**src/rtl/wbu_writeback.sv**
```systemverilog
// wbu_writeback
// Writeback unit owning the single write port of the integer register file.
// Completed results arrive from the LSU path (load data, formatted here by
// funct3/offset) and the ALU path (passed through). One result is accepted per
// cycle, LSU first, and the write port is registered (1-cycle latency).
// A per-register pending-write counter tracks instructions issued but not yet
// written back; decode reads rs1_busy/rs2_busy beside its operand reads.
//
// Handshakes: a transfer happens on a rising clk edge where valid & ready are
// both 1. ready never depends on the same channel's valid; the producer keeps
// valid and payload stable until that edge.
//
// Ports:
//   clk, rst                        clock, synchronous active-high reset
//   issue_valid/issue_ready/issue_rd  dispatch of an instruction writing issue_rd
//   alu_valid/alu_ready/alu_rd/alu_data  ALU result channel
//   lsu_valid/lsu_ready/lsu_rd/lsu_data/lsu_funct3/lsu_offset  load result channel
//   wen/rd_addr/rd_data             registered register-file write port
//   rs1_addr/rs1_busy, rs2_addr/rs2_busy  pending-write lookup for decode
module wbu_writeback #(
    parameter int WIDTH = 32,
    parameter int CNT_W = 2
) (
    input  logic             clk,
    input  logic             rst,
    input  logic             issue_valid,
    output logic             issue_ready,
    input  logic [4:0]       issue_rd,
    input  logic             alu_valid,
    output logic             alu_ready,
    input  logic [4:0]       alu_rd,
    input  logic [WIDTH-1:0] alu_data,
    input  logic             lsu_valid,
    output logic             lsu_ready,
    input  logic [4:0]       lsu_rd,
    input  logic [WIDTH-1:0] lsu_data,
    input  logic [2:0]       lsu_funct3,
    input  logic [1:0]       lsu_offset,
    output logic             wen,
    output logic [4:0]       rd_addr,
    output logic [WIDTH-1:0] rd_data,
    input  logic [4:0]       rs1_addr,
    output logic             rs1_busy,
    input  logic [4:0]       rs2_addr,
    output logic             rs2_busy
);

    localparam logic [CNT_W-1:0] CNT_MAX = {CNT_W{1'b1}};

    logic             wen_q, wen_d;
    logic [4:0]       rd_addr_q, rd_addr_d;
    logic [WIDTH-1:0] rd_data_q, rd_data_d;
    logic [CNT_W-1:0] cnt_q [32];
    logic [CNT_W-1:0] cnt_d [32];

    logic             lsu_fire;
    logic             alu_fire;
    logic             inc;
    logic             dec;
    logic [WIDTH-1:0] load_b_sh;
    logic [WIDTH-1:0] load_h_sh;
    logic [WIDTH-1:0] load_fmt;

    // Fixed priority: a waiting load always wins the single write slot.
    assign lsu_ready = ~rst;
    assign alu_ready = ~rst & ~lsu_valid;
    assign lsu_fire  = lsu_valid & lsu_ready;
    assign alu_fire  = alu_valid & alu_ready;

    // Writes to x0 never assert wen, so dec needs no x0 test beyond wen.
    assign dec = wen_q & (rd_addr_q != 5'd0);
    assign inc = issue_valid & issue_ready & (issue_rd != 5'd0);

    // A saturated counter can still take a new issue when this cycle's
    // write retires one of its outstanding entries.
    assign issue_ready = ~rst & ((issue_rd == 5'd0)
                                 | (cnt_q[issue_rd] != CNT_MAX)
                                 | (dec & (rd_addr_q == issue_rd)));

    assign rs1_busy = (rs1_addr != 5'd0) & (cnt_q[rs1_addr] != '0);
    assign rs2_busy = (rs2_addr != 5'd0) & (cnt_q[rs2_addr] != '0);

    assign wen     = wen_q;
    assign rd_addr = rd_addr_q;
    assign rd_data = rd_data_q;

    // Load formatting. Halfword loads only honour offset[1].
    always_comb begin
        load_b_sh = lsu_data >> {lsu_offset, 3'b000};
        load_h_sh = lsu_data >> {lsu_offset[1], 4'b0000};
        case (lsu_funct3)
            3'b000:  load_fmt = {{(WIDTH-8){load_b_sh[7]}}, load_b_sh[7:0]};
            3'b100:  load_fmt = {{(WIDTH-8){1'b0}}, load_b_sh[7:0]};
            3'b001:  load_fmt = {{(WIDTH-16){load_h_sh[15]}}, load_h_sh[15:0]};
            3'b101:  load_fmt = {{(WIDTH-16){1'b0}}, load_h_sh[15:0]};
            3'b010:  load_fmt = lsu_data;
            default: load_fmt = lsu_data;
        endcase
    end

    // Write port: address/data only move on a real write, so they hold
    // through idle cycles and accepted x0 results.
    always_comb begin
        wen_d     = 1'b0;
        rd_addr_d = rd_addr_q;
        rd_data_d = rd_data_q;
        if (lsu_fire) begin
            if (lsu_rd != 5'd0) begin
                wen_d     = 1'b1;
                rd_addr_d = lsu_rd;
                rd_data_d = load_fmt;
            end
        end else if (alu_fire) begin
            if (alu_rd != 5'd0) begin
                wen_d     = 1'b1;
                rd_addr_d = alu_rd;
                rd_data_d = alu_data;
            end
        end
    end

    // Pending counters. inc and dec on the same register cancel; dec on an
    // empty counter is a protocol error and leaves it at zero.
    always_comb begin
        for (int r = 0; r < 32; r++) begin
            cnt_d[r] = cnt_q[r];
            if (r != 0) begin
                if (inc && issue_rd == 5'(r) && !(dec && rd_addr_q == 5'(r))) begin
                    cnt_d[r] = cnt_q[r] + CNT_W'(1);
                end else if (dec && rd_addr_q == 5'(r) && !(inc && issue_rd == 5'(r))
                             && cnt_q[r] != '0) begin
                    cnt_d[r] = cnt_q[r] - CNT_W'(1);
                end
            end else begin
                cnt_d[r] = '0;
            end
        end
    end

    always_ff @(posedge clk) begin
        if (rst) begin
            wen_q     <= 1'b0;
            rd_addr_q <= 5'd0;
            rd_data_q <= '0;
            for (int r = 0; r < 32; r++) begin
                cnt_q[r] <= '0;
            end
        end else begin
            wen_q     <= wen_d;
            rd_addr_q <= rd_addr_d;
            rd_data_q <= rd_data_d;
            for (int r = 0; r < 32; r++) begin
                cnt_q[r] <= cnt_d[r];
            end
        end
    end

    // Retiring a write nobody issued means the pipeline lost track of a
    // destination.
    always_ff @(posedge clk) begin
        if (!rst && dec) begin
            assert (cnt_q[rd_addr_q] != '0);
        end
    end

endmodule

```
**config.mk**
```make
export PLATFORM = sky130hd
export DESIGN_NAME = wbu_writeback
export DESIGN_NICKNAME = d
export VERILOG_FILES = /design/src/rtl/wbu_writeback.sv
export SDC_FILE = /design/constraint.sdc
export NUM_CORES = 1
export LEC_CHECK = 0
export CORE_ASPECT_RATIO = 0.9
export CORE_MARGIN = 1.5
export CORE_UTILIZATION = 57
export DETAILED_ROUTE_END_ITERATION = 10
export MAX_ROUTING_LAYER = met4
export PLACE_DENSITY_LB_ADDON = 0.15
export SLEW_MARGIN = 15
export SYNTH_ARGS = -nofsm -noshare
export SYNTH_HDL_FRONTEND = slang
export SYNTH_SLANG_ARGS = --single-unit
```
**constraint.sdc**
```tcl
create_clock -name clk -period 5.95 [get_ports clk]
set_clock_uncertainty 0.05 [all_clocks]
set_input_delay 0.595 -clock clk [delete_from_list [all_inputs] [get_ports clk]]
set_output_delay 0.595 -clock clk [all_outputs]
set_load 0.01 [all_outputs]
```
== After elaboration in Yosys (flattened, before gate mapping) ==
Memory sizes are Yosys's and may differ from the RTL's.
Cells that the tools add are included.

* Memory bits (writable): 64
* Output and inout bits: 43
* Register bits: 38
* Memories: 1
* Logic and storage cells: 553
* Input port bits: 99

{| class="wikitable"
|+ Memories
! name !! depth !! width !! rd ports !! clocked after Yosys merged registers in !! wr ports !! line !! text
|-
| cnt_q || 32 || 2 || 34 || 0 || 32 || 53 || <nowiki>logic [CNT_W-1:0] cnt_q [32];</nowiki>
|}

* Reduce and logical (&&, ||, !) cells: 261
* Add/sub/neg operators: 62
* Equality and inequality tests: 68
* Bitwise operators: 46
* Shifts and indexed selects: 2
* Mux-type cells: 110

{| class="wikitable"
|+ Operators by type and width
! cell !! count
|-
| $mux W2 || 94
|-
| $eq A5 B5 Y1 const B || 32
|-
| $logic_and A1 B1 Y1 || 155
|-
| $mux W32 || 4
|-
| $pmux W32 S4 || 1
|-
| $eq A5 B4 Y1 const B || 16
|-
| $reduce_bool A2 Y1 || 35
|-
| $add A2 B1 Y2 const B || 31
|-
| $logic_not A1 Y1 || 62
|-
| $sub A2 B1 Y2 const B || 31
|-
| $eq A5 B3 Y1 const B || 8
|-
| $or A1 B1 Y1 || 34
|-
| $shr A32 B5 Y16 || 1
|-
| $shr A32 B5 Y8 || 1
|-
| $reduce_bool A5 Y1 || 6
|-
| $eq A5 B2 Y1 const B || 4
|-
| $mux W5 || 4
|-
| $and A1 B1 Y1 || 10
|-
| $eq A5 B1 Y1 const B || 2
|-
| $mux W1 || 7
|-
| $eq A3 B3 Y1 const B || 2
|-
| $eq A5 B5 Y1 || 1
|-
| $logic_not A5 Y1 || 1
|-
| $eq A3 B1 Y1 const B || 1
|-
| 5 further kinds || 6
|}

== Depth between registers and ports, before layout ==
Gate-level depths: netlist (run 1).

* Depth in word-level cells: 14
* Mapped depth: 12
* Mapped depth without buffers: 7

== Least setup slack after synthesis (run 1) ==
OpenSTA, ideal clock, no wires.

* Path type: input to output
* Start: input port issue_rd[0]
* End: output port issue_ready
* Required time: 5.305 ns
* Slack: 3.077 ns
* Arrival: 2.228 ns
* Buffers on the path: 2
* Cell stages on the path: 9
* Cell sequence: buf_6 -> mux4_1 -> a22oi_1 -> and3_1 -> a31oi_1 -> buf_2 -> nand2_1 -> o31ai_1 -> a21oi_1

* Word-level cells in the longest chain between the ends: 5

{| class="wikitable"
|+ RTL lines
! element !! line !! text
|-
| start: declaration || 28 || <nowiki>input logic [4:0] issue_rd,</nowiki>
|-
| $mem_v2 Z32 W2 || - ||
|-
| $ne A2 B2 Y1 || 77 || <nowiki>| (cnt_q[issue_rd] != CNT_MAX)</nowiki>
|-
| $or A1 B1 Y1 || 77 ||
|-
| $or A1 B1 Y1 (*) || 78 || <nowiki>| (dec & (rd_addr_q == issue_rd)));</nowiki>
|-
| $and A1 B1 Y1 (*) || 76 || <nowiki>assign issue_ready = ~rst & ((issue_rd == 5'd0)</nowiki>
|-
| end: declaration || 27 || <nowiki>output logic issue_ready,</nowiki>
|}

Mark *: on every way between the ends. The rest lies on a longest branch, timed or not.

== Final worst setup path (run 1) ==
* Start: input port issue_rd[1]
* End: output port issue_ready

Same word-level chain as after synthesis.

==> results of run 1 <==
[worst paths after layout]
check | end | slack, ns | depth (start not counted)
hold reg to reg | rd_data[10] | 0.41 | 2
setup reg to reg | cnt_q[14][0] | 3.13 | 7
hold / removal | rd_data[10] | 0.41 | 2
setup / recovery | issue_ready | 1.41 | 10
[cells by family after synthesis]
kind of cell	Yosys count	synth area share
buffers and inverters	94	0.05967
and+or+nand+nor	396	0.2654
muxes	49	0.1146
xor gates and xnor gates	24	0.02856
AOI/OAI and AO/OA	293	0.2598
DFF	100	0.2720
[per-stage QoR]
stage	util	std cells	worst slack (ns)	hold WS [ns]
floorplan	-	956	3.077	0.4183
global placement	0.6863	1196	1.553	0.3915
detailed placement	0.6863	1196	1.517	0.3938
CTS	0.7080	1212	1.489	0.4056
global route	0.7080	1212	1.300	0.4230
finish	0.7080	1212	1.410	0.4055
[Yosys cell counts, types with 5 or more instances]
library cell and n:
nand2_1 97, o21ai_0 46, inv_1 20, nand3b_1 15
mux2_2 5, and2_1 6, xor2_1 13, buf_2 6
nor3_1 40, dfxtp_1 100, o21bai_1 7, nand4_1 10
or3_1 33, nand3_1 15, nor2_1 113, o221ai_1 9
a211oi_1 27, a221oi_1 19, nor4_1 15, nand2b_1 6
a31oi_1 20, clkbuf_1 52, a21oi_1 116, nor2b_1 17
xnor2_1 11, mux4_1 9, mux2i_1 19, and3_1 5
mux4_2 16
[worst reg2reg max path, cell delays in order, from the launching register on]
cell and delay, ns:
dfxtp_1 0.43, nor4_1 0.31, o21ai_0 0.14, and4_4 0.20, nor3_4 0.64, a211oi_1 0.22, or3b_2 0.50, a221oi_1 0.25
[cell type report]
type	count	area, um^2	area share
inverter	21	78.83	0.008809
tap	164	205.2	0.02293
multi-input combinational	762	4918	0.5496
sequential	100	2002	0.2237
timing repair buffer	149	1469	0.1642
clock inverter	6	46.29	0.005173
clock buffer	10	229.0	0.02559
[state kept, by name, indices dropped and copies added, names as in the netlist]
name / cells
cnt_q: 62
rd_data: 32
rd_addr: 5
wen: 1
[metal layers]
metal  vias up  part of all wire  GRT usage
li1       3739                 -          -
met3        85              0.10    0.08179
met2       468              0.44     0.5400
met1      3744              0.42     0.5147
met4         0             0.034     0.1341
met5         -                 0          -
[power by group]
part	switching, uW	internal (uW)	leakage, uW
Clock	283	289	0.000135
Combinational	196	169	0.00198
Sequential	20.3	690	0.000813
Total	499	1150	0.00293
==> flow_summary.json, run 1 <==
{
  "crit_top_cell": "clkdlybuf4s50_1",
  "min_from": "rd_data[10]",
  "final_common_cell": "clkdlybuf4s50_1",
  "status": "completed",
  "finalSetupViolCount": 0,
  "ios": 142,
  "p_per_area_nw_per_um2": 184.1,
  "wirelength_um": 24710,
  "ys_seq_elements": 100,
  "place_area_um2": 8673,
  "synth.avg_cell_area_um2": 7.698,
  "dr.pass1.iters": 9,
  "fillerInstances": 1061,
  "numCtsBuffers": 9,
  "post_cts_resized": 0,
  "cts_root_buffer": "clkbuf_16",
  "synth.distinct_cells": 73,
  "cts_sinks": 100,
  "peakVddDrop_mv": 0.1577,
  "tns_ns": 0,
  "hold_viol": 0,
  "seq_area_frac_synth": 0.2720,
  "nNetsFinal": 1142,
  "netlist_instances": 956,
  "slew_viol_final": 0,
  "antenna_found_initial": 0,
  "synth.top_cell.area_share": 0.2720,
  "slew_headroom": 0.2957,
  "timing_worst_setup_path_type": "input port to primary output",
  "maxCapViolCount": 0,
  "rows": 39,
  "grt_start_max_net_pins": 59,
  "die_y_um": 110.8,
  "arrival_ns": 3.89,
  "core_area_um2": 12640,
  "min_period_ns": 4.540,
  "die_area_um2": 13600,
  "async_flop_share": 0,
  "start_util": 0.5823,
  "yosysWarnings": 0,
  "worst_pin_slew_ns": 1.053,
  "h-tree-depth": 3,
  "crit_buf_inv": 3,
  "fp.dieW_um": 122.8,
  "clock_latency_ns": 0.36,
  "grt_pass1_vias": 7136,
  "cp_slowest_cell": "clkdlybuf4s50_1",
  "vias_per_cell": 6.630,
  "dp_hpwl_um": 17990,
  "worstPathCellList": "clkdlybuf4s50_1 > mux4_1 > a22oi_1 > and3_1 > a31oi_1 > buf_4 > nand2_1 > o31ai_1 > a21oi_1 > clkdlybuf4s50_1",
  "wl_per_cell_um": 20.39,
  "max_freq_mhz": 220.3,
  "cts_setup_buffers": 0,
  "synth_area_leaders": "dfxtp_1, a21oi_1, nor2_1",
  "overflow": 0,
  "path_clk_slew_ns": 0.07,
  "synth_edf_count": 0,
  "cp_slowest_stage_delay_ns": 1.17,
  "grt.total_usage": 0.3743,
  "drc": 0,
  "grt_pass1_wl_um": 38270,
  "cp-end-kind": "primary output",
  "finalInstanceArea_um2": 8949,
  "finalCritPeriodShare": 0.7630,
  "syn_nets": 1055,
  "total_power_uw": 1647,
  "cts.path.max_buffers": 2,
  "final_cell_mix": "clkdlybuf4s50_1, a21oi_1, nor2_1, dfxtp_1, nand2_1",
  "cp-startpoint": "issue_rd[1]",
  "io_buffers": 141,
  "cp_max_fo": 23,
  "critPathRequiredTime_ns": 5.31,
  "ant_nets": 0,
  "critPathTopFamily": "buffers and inverters",
  "final_layout_size_suffix_gt1_frac": 0.06679,
  "vias": 8036,
  "leakagePower_uw": 0.002929,
  "gp_congestion": 0.9521,
  "synth_largest_area_cell": "dfxtp_1",
  "synth_flop_cell": "dfxtp_1",
  "rr_startpoint": "rd_addr[0]",
  "diodes": 0,
  "area.growth.synth_to_final_pct": 21.59,
  "start_kind": "input port",
  "drt-initial-drc-count": 1067,
  "worstHoldPathType": "flip-flop to flip-flop",
  "rsz0062_at_grt": "no",
  "cts.hold.buffers_added": 0,
  "cts_tree": "yes",
  "syn_area_um2": 7360
}
Note: power is estimated with default switching activity, not from simulation.
==> inputs of run 2 (changes only) <==
Settings changed: CORE_UTILIZATION 57 to 48.
Clock period 5.95 ns to 3.65 ns, I/O delays scaled along.
==> flow_summary.json, run 2 (same netlist as run 1, synthesis figures left out) <==
{
  "hold_viol": 0,
  "p_per_area_nw_per_um2": 297.0,
  "arrival_ns": 3.12,
  "final_common_cell": "clkdlybuf4s50_1",
  "slew_headroom": 0.4748,
  "finalCritPeriodShare": 0.9685,
  "tns_ns": 0,
  "overflow": 0,
  "gp_congestion": 0.9832,
  "holdPathEnd": "rd_data[28]",
  "peakVddDrop_mv": 0.2323,
  "area.growth.synth_to_final_pct": 25.06,
  "slew_viol_final": 0,
  "rr_startpoint": "rd_addr[3]",
  "critPathRequiredTime_ns": 3.23,
  "clock_latency_ns": 0.36,
  "start_kind": "input port",
  "cts_setup_buffers": 0,
  "start_util": 0.4949,
  "die_y_um": 120.5,
  "status": "completed",
  "post_cts_resized": 0,
  "antenna_found_initial": 0,
  "die_area_um2": 16090,
  "timing_worst_setup_path_type": "input port to primary output",
  "dr.pass1.iters": 6,
  "cts_root_buffer": "clkbuf_16",
  "io_buffers": 141,
  "core_area_um2": 14870,
  "h-tree-depth": 3,
  "drt-initial-drc-count": 898,
  "final_cell_mix": "clkdlybuf4s50_1, a21oi_1, nor2_1, dfxtp_1, nand2_1",
  "cts_sinks": 100,
  "fillerInstances": 1337,
  "cts_tree": "yes",
  "min_from": "rd_data[28]",
  "worstHoldPathType": "flip-flop to flip-flop",
  "r2r_cells": 8,
  "wl_per_cell_um": 20.16,
  "wirelength_um": 25610,
  "nNetsFinal": 1166,
  "fp.dieW_um": 133.5,
  "ant_nets": 0,
  "reg2reg_to": "cnt_q[10][0]",
  "r2r_setup_slack_ns": 1.01,
  "grt_pass1_wl_um": 39660,
  "grt_pass1_vias": 7183,
  "final_layout_size_suffix_gt1_frac": 0.08862,
  "worst_pin_slew_ns": 0.7878,
  "multiInputGateArea_um2": 4918,
  "path_clk_slew_ns": 0.08,
  "finalSetupViolCount": 0,
  "cp-end-kind": "primary output",
  "drc": 0,
  "place_area_um2": 8921,
  "rsz0062_at_grt": "no",
  "dp_hpwl_um": 18900,
  "cts.path.max_buffers": 2,
  "cts.hold.buffers_added": 0,
  "ios": 142,
  "vias": 8022,
  "grt.total_usage": 0.3267,
  "max_freq_mhz": 282.9,
  "placed_cells": 1254,
  "min_period_ns": 3.535,
  "holdPathStages": 2,
  "vias_per_cell": 6.317,
  "largest_register_ff_count": 62,
  "diodes": 0,
  "grt_start_max_net_pins": 66,
  "rows": 42,
  "leakagePower_uw": 0.003056,
  "register_area_um2": 2002,
  "worst_hold_slack_ns": 0.4033,
  "stdcell_count": 1270,
  "maxCapViolCount": 0,
  "finalInstanceArea_um2": 9204,
  "cp_max_fo": 15,
  "numCtsBuffers": 9,
  "regMostFlops": "cnt_q"
}
[run 2: layout make-up]
class / instances / share of cell area
Multi-Input combinational cell: 762 / 0.5344
Sequential cell: 100 / 0.2175
Timing Repair Buffer: 173 / 0.1819
Tap cell: 198 / 0.02692
Clock buffer: 9 / 0.02447
Inverter: 21 / 0.008564
Clock inverter: 7 / 0.006253
[run 2: worst max-delay path by stage]
| stage | cells past startpoint | end | slack, ns | startpoint |
|---|---|---|---|---|
| floorplan | 9 | issue_ready | 1.24 | issue_rd[0] |
| global placement | 11 | issue_ready | 0.24 | issue_rd[0] |
| detailed placement | 11 | issue_ready | 0.18 | issue_rd[0] |
| CTS | 11 | issue_ready | 0.15 | issue_rd[0] |
| global route | 11 | issue_ready | 0.02 | issue_rd[0] |
| finish | 11 | issue_ready | 0.12 | issue_rd[0] |
[run 2: worst max-delay path: stages]
cell and delay, ns:
clkdlybuf4s50_1 0.51, buf_12 0.17, mux4_1 0.55, a22oi_1 0.18, and3_1 0.19, a31oi_1 0.06
nand2_1 0.10, o31ai_1 0.07, a21oi_1 0.21, buf_4 0.16, clkdlybuf4s50_1 0.53
[run 2: power by group]
part | switching, uW | internal, uW
Sequential | 35.2 | 1120
Combinational | 324 | 294
Clock | 482 | 474
[run 2: per-layer routing]
| layer | GRT usage | vias to the layer above | wire length [um] | part of all wire |
|---|---|---|---|---|
| met4 | 0.1053 | 0 | 713 | 0.028 |
| met5 | - | - | 0 | 0 |
| li1 | - | 3796 | - | - |
| met3 | 0.08260 | 70 | 2786 | 0.11 |
| met2 | 0.4608 | 449 | 10950 | 0.43 |
| met1 | 0.4565 | 3707 | 11150 | 0.44 |
[run 2: metrics by stage]
stage	setup WS [ns]	utilization	power [uW]
6_report	0.1151	0.6189	2734
4_1_cts	0.1511	0.6189	2746
3_3_place_gp	0.2405	0.5999	1786
3_5_place_dp	0.1781	0.5999	1790
5_1_grt	0.01908	0.6189	2834
2_1_floorplan	1.237	-	1496
==> inputs of run 3 (changes only) <==
Settings changed: CORE_MARGIN 1.5 to 2, CORE_UTILIZATION 48 to 59, DONT_BUFFER_PORTS set to 1.
==> flow_summary.json, run 3 (same netlist as run 1, synthesis figures left out) <==
{
  "status": "completed",
  "die_area_um2": 13380,
  "cp-end-kind": "primary output",
  "start_kind": "flip-flop",
  "path_clk_slew_ns": 0.07,
  "place_ws_ns": 0.8604,
  "nNetsFinal": 999,
  "numCtsBuffers": 9,
  "clock_latency_ns": 0.37,
  "leakagePower_uw": 0.002386,
  "cts_tree": "yes",
  "cts_root_buffer": "clkbuf_16",
  "core_area_um2": 12120,
  "worst_hold_slack_ns": 0.01463,
  "dp_hpwl_um": 17790,
  "dr.pass1.iters": 6,
  "peakVddDrop_mv": 0.3105,
  "regMostFlops": "cnt_q",
  "finalSetupViolCount": 0,
  "cts_setup_buffers": 0,
  "cts_sinks": 100,
  "worst_pin_slew_ns": 0.9772,
  "final_layout_size_suffix_gt1_frac": 0.07514,
  "ios": 142,
  "min_period_ns": 2.916,
  "worstHoldPathType": "input port to flip-flop",
  "ant_nets": 0,
  "fp.dieW_um": 121.7,
  "rsz0062_at_grt": "no",
  "post_cts_resized": 0,
  "antenna_found_initial": 0,
  "grt_start_max_net_pins": 105,
  "grt_pass1_vias": 6766,
  "finalCritPeriodShare": 0.7990,
  "die_y_um": 110.0,
  "tns_ns": 0,
  "slew_headroom": 0.3445,
  "largest_register_ff_count": 62,
  "p_per_area_nw_per_um2": 327.3,
  "worstPathCellList": "nor4_1 > o21ai_0 > and4_4 > nor2_1 > a21oi_1",
  "placed_cells": 1049,
  "diodes": 0,
  "fin_util": 0.6218,
  "start_util": 0.6070,
  "final_cell_mix": "a21oi_1, nor2_1, dfxtp_1, nand2_1, o21ai_0",
  "final_common_cell": "a21oi_1",
  "setup_ws_ns": 0.7335,
  "r2r_setup_slack_ns": 0.75,
  "cts.hold.buffers_added": 0,
  "h-tree-depth": 3,
  "cp_max_fo": 12,
  "max_freq_mhz": 342.9,
  "slew_viol_final": 0,
  "cts.path.max_buffers": 2,
  "maxCapViolCount": 0,
  "hold_viol": 0,
  "area.growth.synth_to_final_pct": 2.431,
  "drt-initial-drc-count": 835,
  "gp_congestion": 1.012,
  "critPathRequiredTime_ns": 3.23,
  "stdcell_count": 1065,
  "rows": 38,
  "cp_slowest_stage_delay_ns": 0.67,
  "grt_pass1_wl_um": 37200,
  "wirelength_um": 24640,
  "cp_slowest_cell": "nor2_1",
  "vias_per_cell": 7.058,
  "arrival_ns": 2.50,
  "drc": 0,
  "wl_per_cell_um": 23.13,
  "grt.total_usage": 0.3739,
  "io_buffers": 0,
  "overflow": 0,
  "timing_worst_setup_path_type": "flip-flop to primary output",
  "vias": 7517
}
==> run 3: cell types whose count changed in the layout (fill, tap and decap cells not counted) <==
cell,change
clkdlybuf4s50_1,-140
buf_4,-25
buf_12,-2
clkbuf_8,+1
clkinv_2,-1
inv_6,-1
inv_8,+1
==> run 3: area by class of cell <==
type / count / area (um^2)
sequential: 100 / 2002
clock buffer: 10 / 239.0
multi-input combinational: 762 / 4918
fill: 1095 / 4586
inverter: 21 / 78.83
tap: 160 / 200.2
timing repair buffer: 6 / 45.04
clock inverter: 6 / 55.05
==> run 3: worst paths after layout <==
| kind | startpoint | to | cells past startpoint |
|---|---|---|---|
| setup / recovery | rd_addr[1] | issue_ready | 5 |
| hold / removal | rst | rd_data[25] | 1 |
| setup reg to reg | rd_addr[1] | cnt_q[24][0] | 7 |
| hold reg to reg | rd_data[29] | rd_data[29] | 2 |
==> run 3: layer usage <==
metal  wire (um)  global-route usage  vias to the layer above
li1            -                   -                     3450
met1       10080              0.4826                     3528
met2       10760              0.5498                      466
met3        2960              0.1162                       73
met4         833              0.1445                        0
met5           0                   -                        -
==> run 3: power breakdown <==
part | total, uW | switching (uW) | internal [uW]
clock network | 973 | 477 | 496
logic | 316 | 187 | 128
registers | 1180 | 53.8 | 1120
==> run 3: critical path, delay by kind of cell (launching register included) <==
kind / cells / cell delay, ns
and+or+nand+nor: 3 / 1.21
AOI/OAI and AO/OA: 2 / 0.46
DFF: 1 / 0.46
==> run 3: stage by stage <==
stage	power, uW	instance area, um^2
global route	2551	7538
global placement	1503	7244
CTS	2469	7538
finish	2467	7538
detailed placement	1510	7244
floorplan	1496	7360
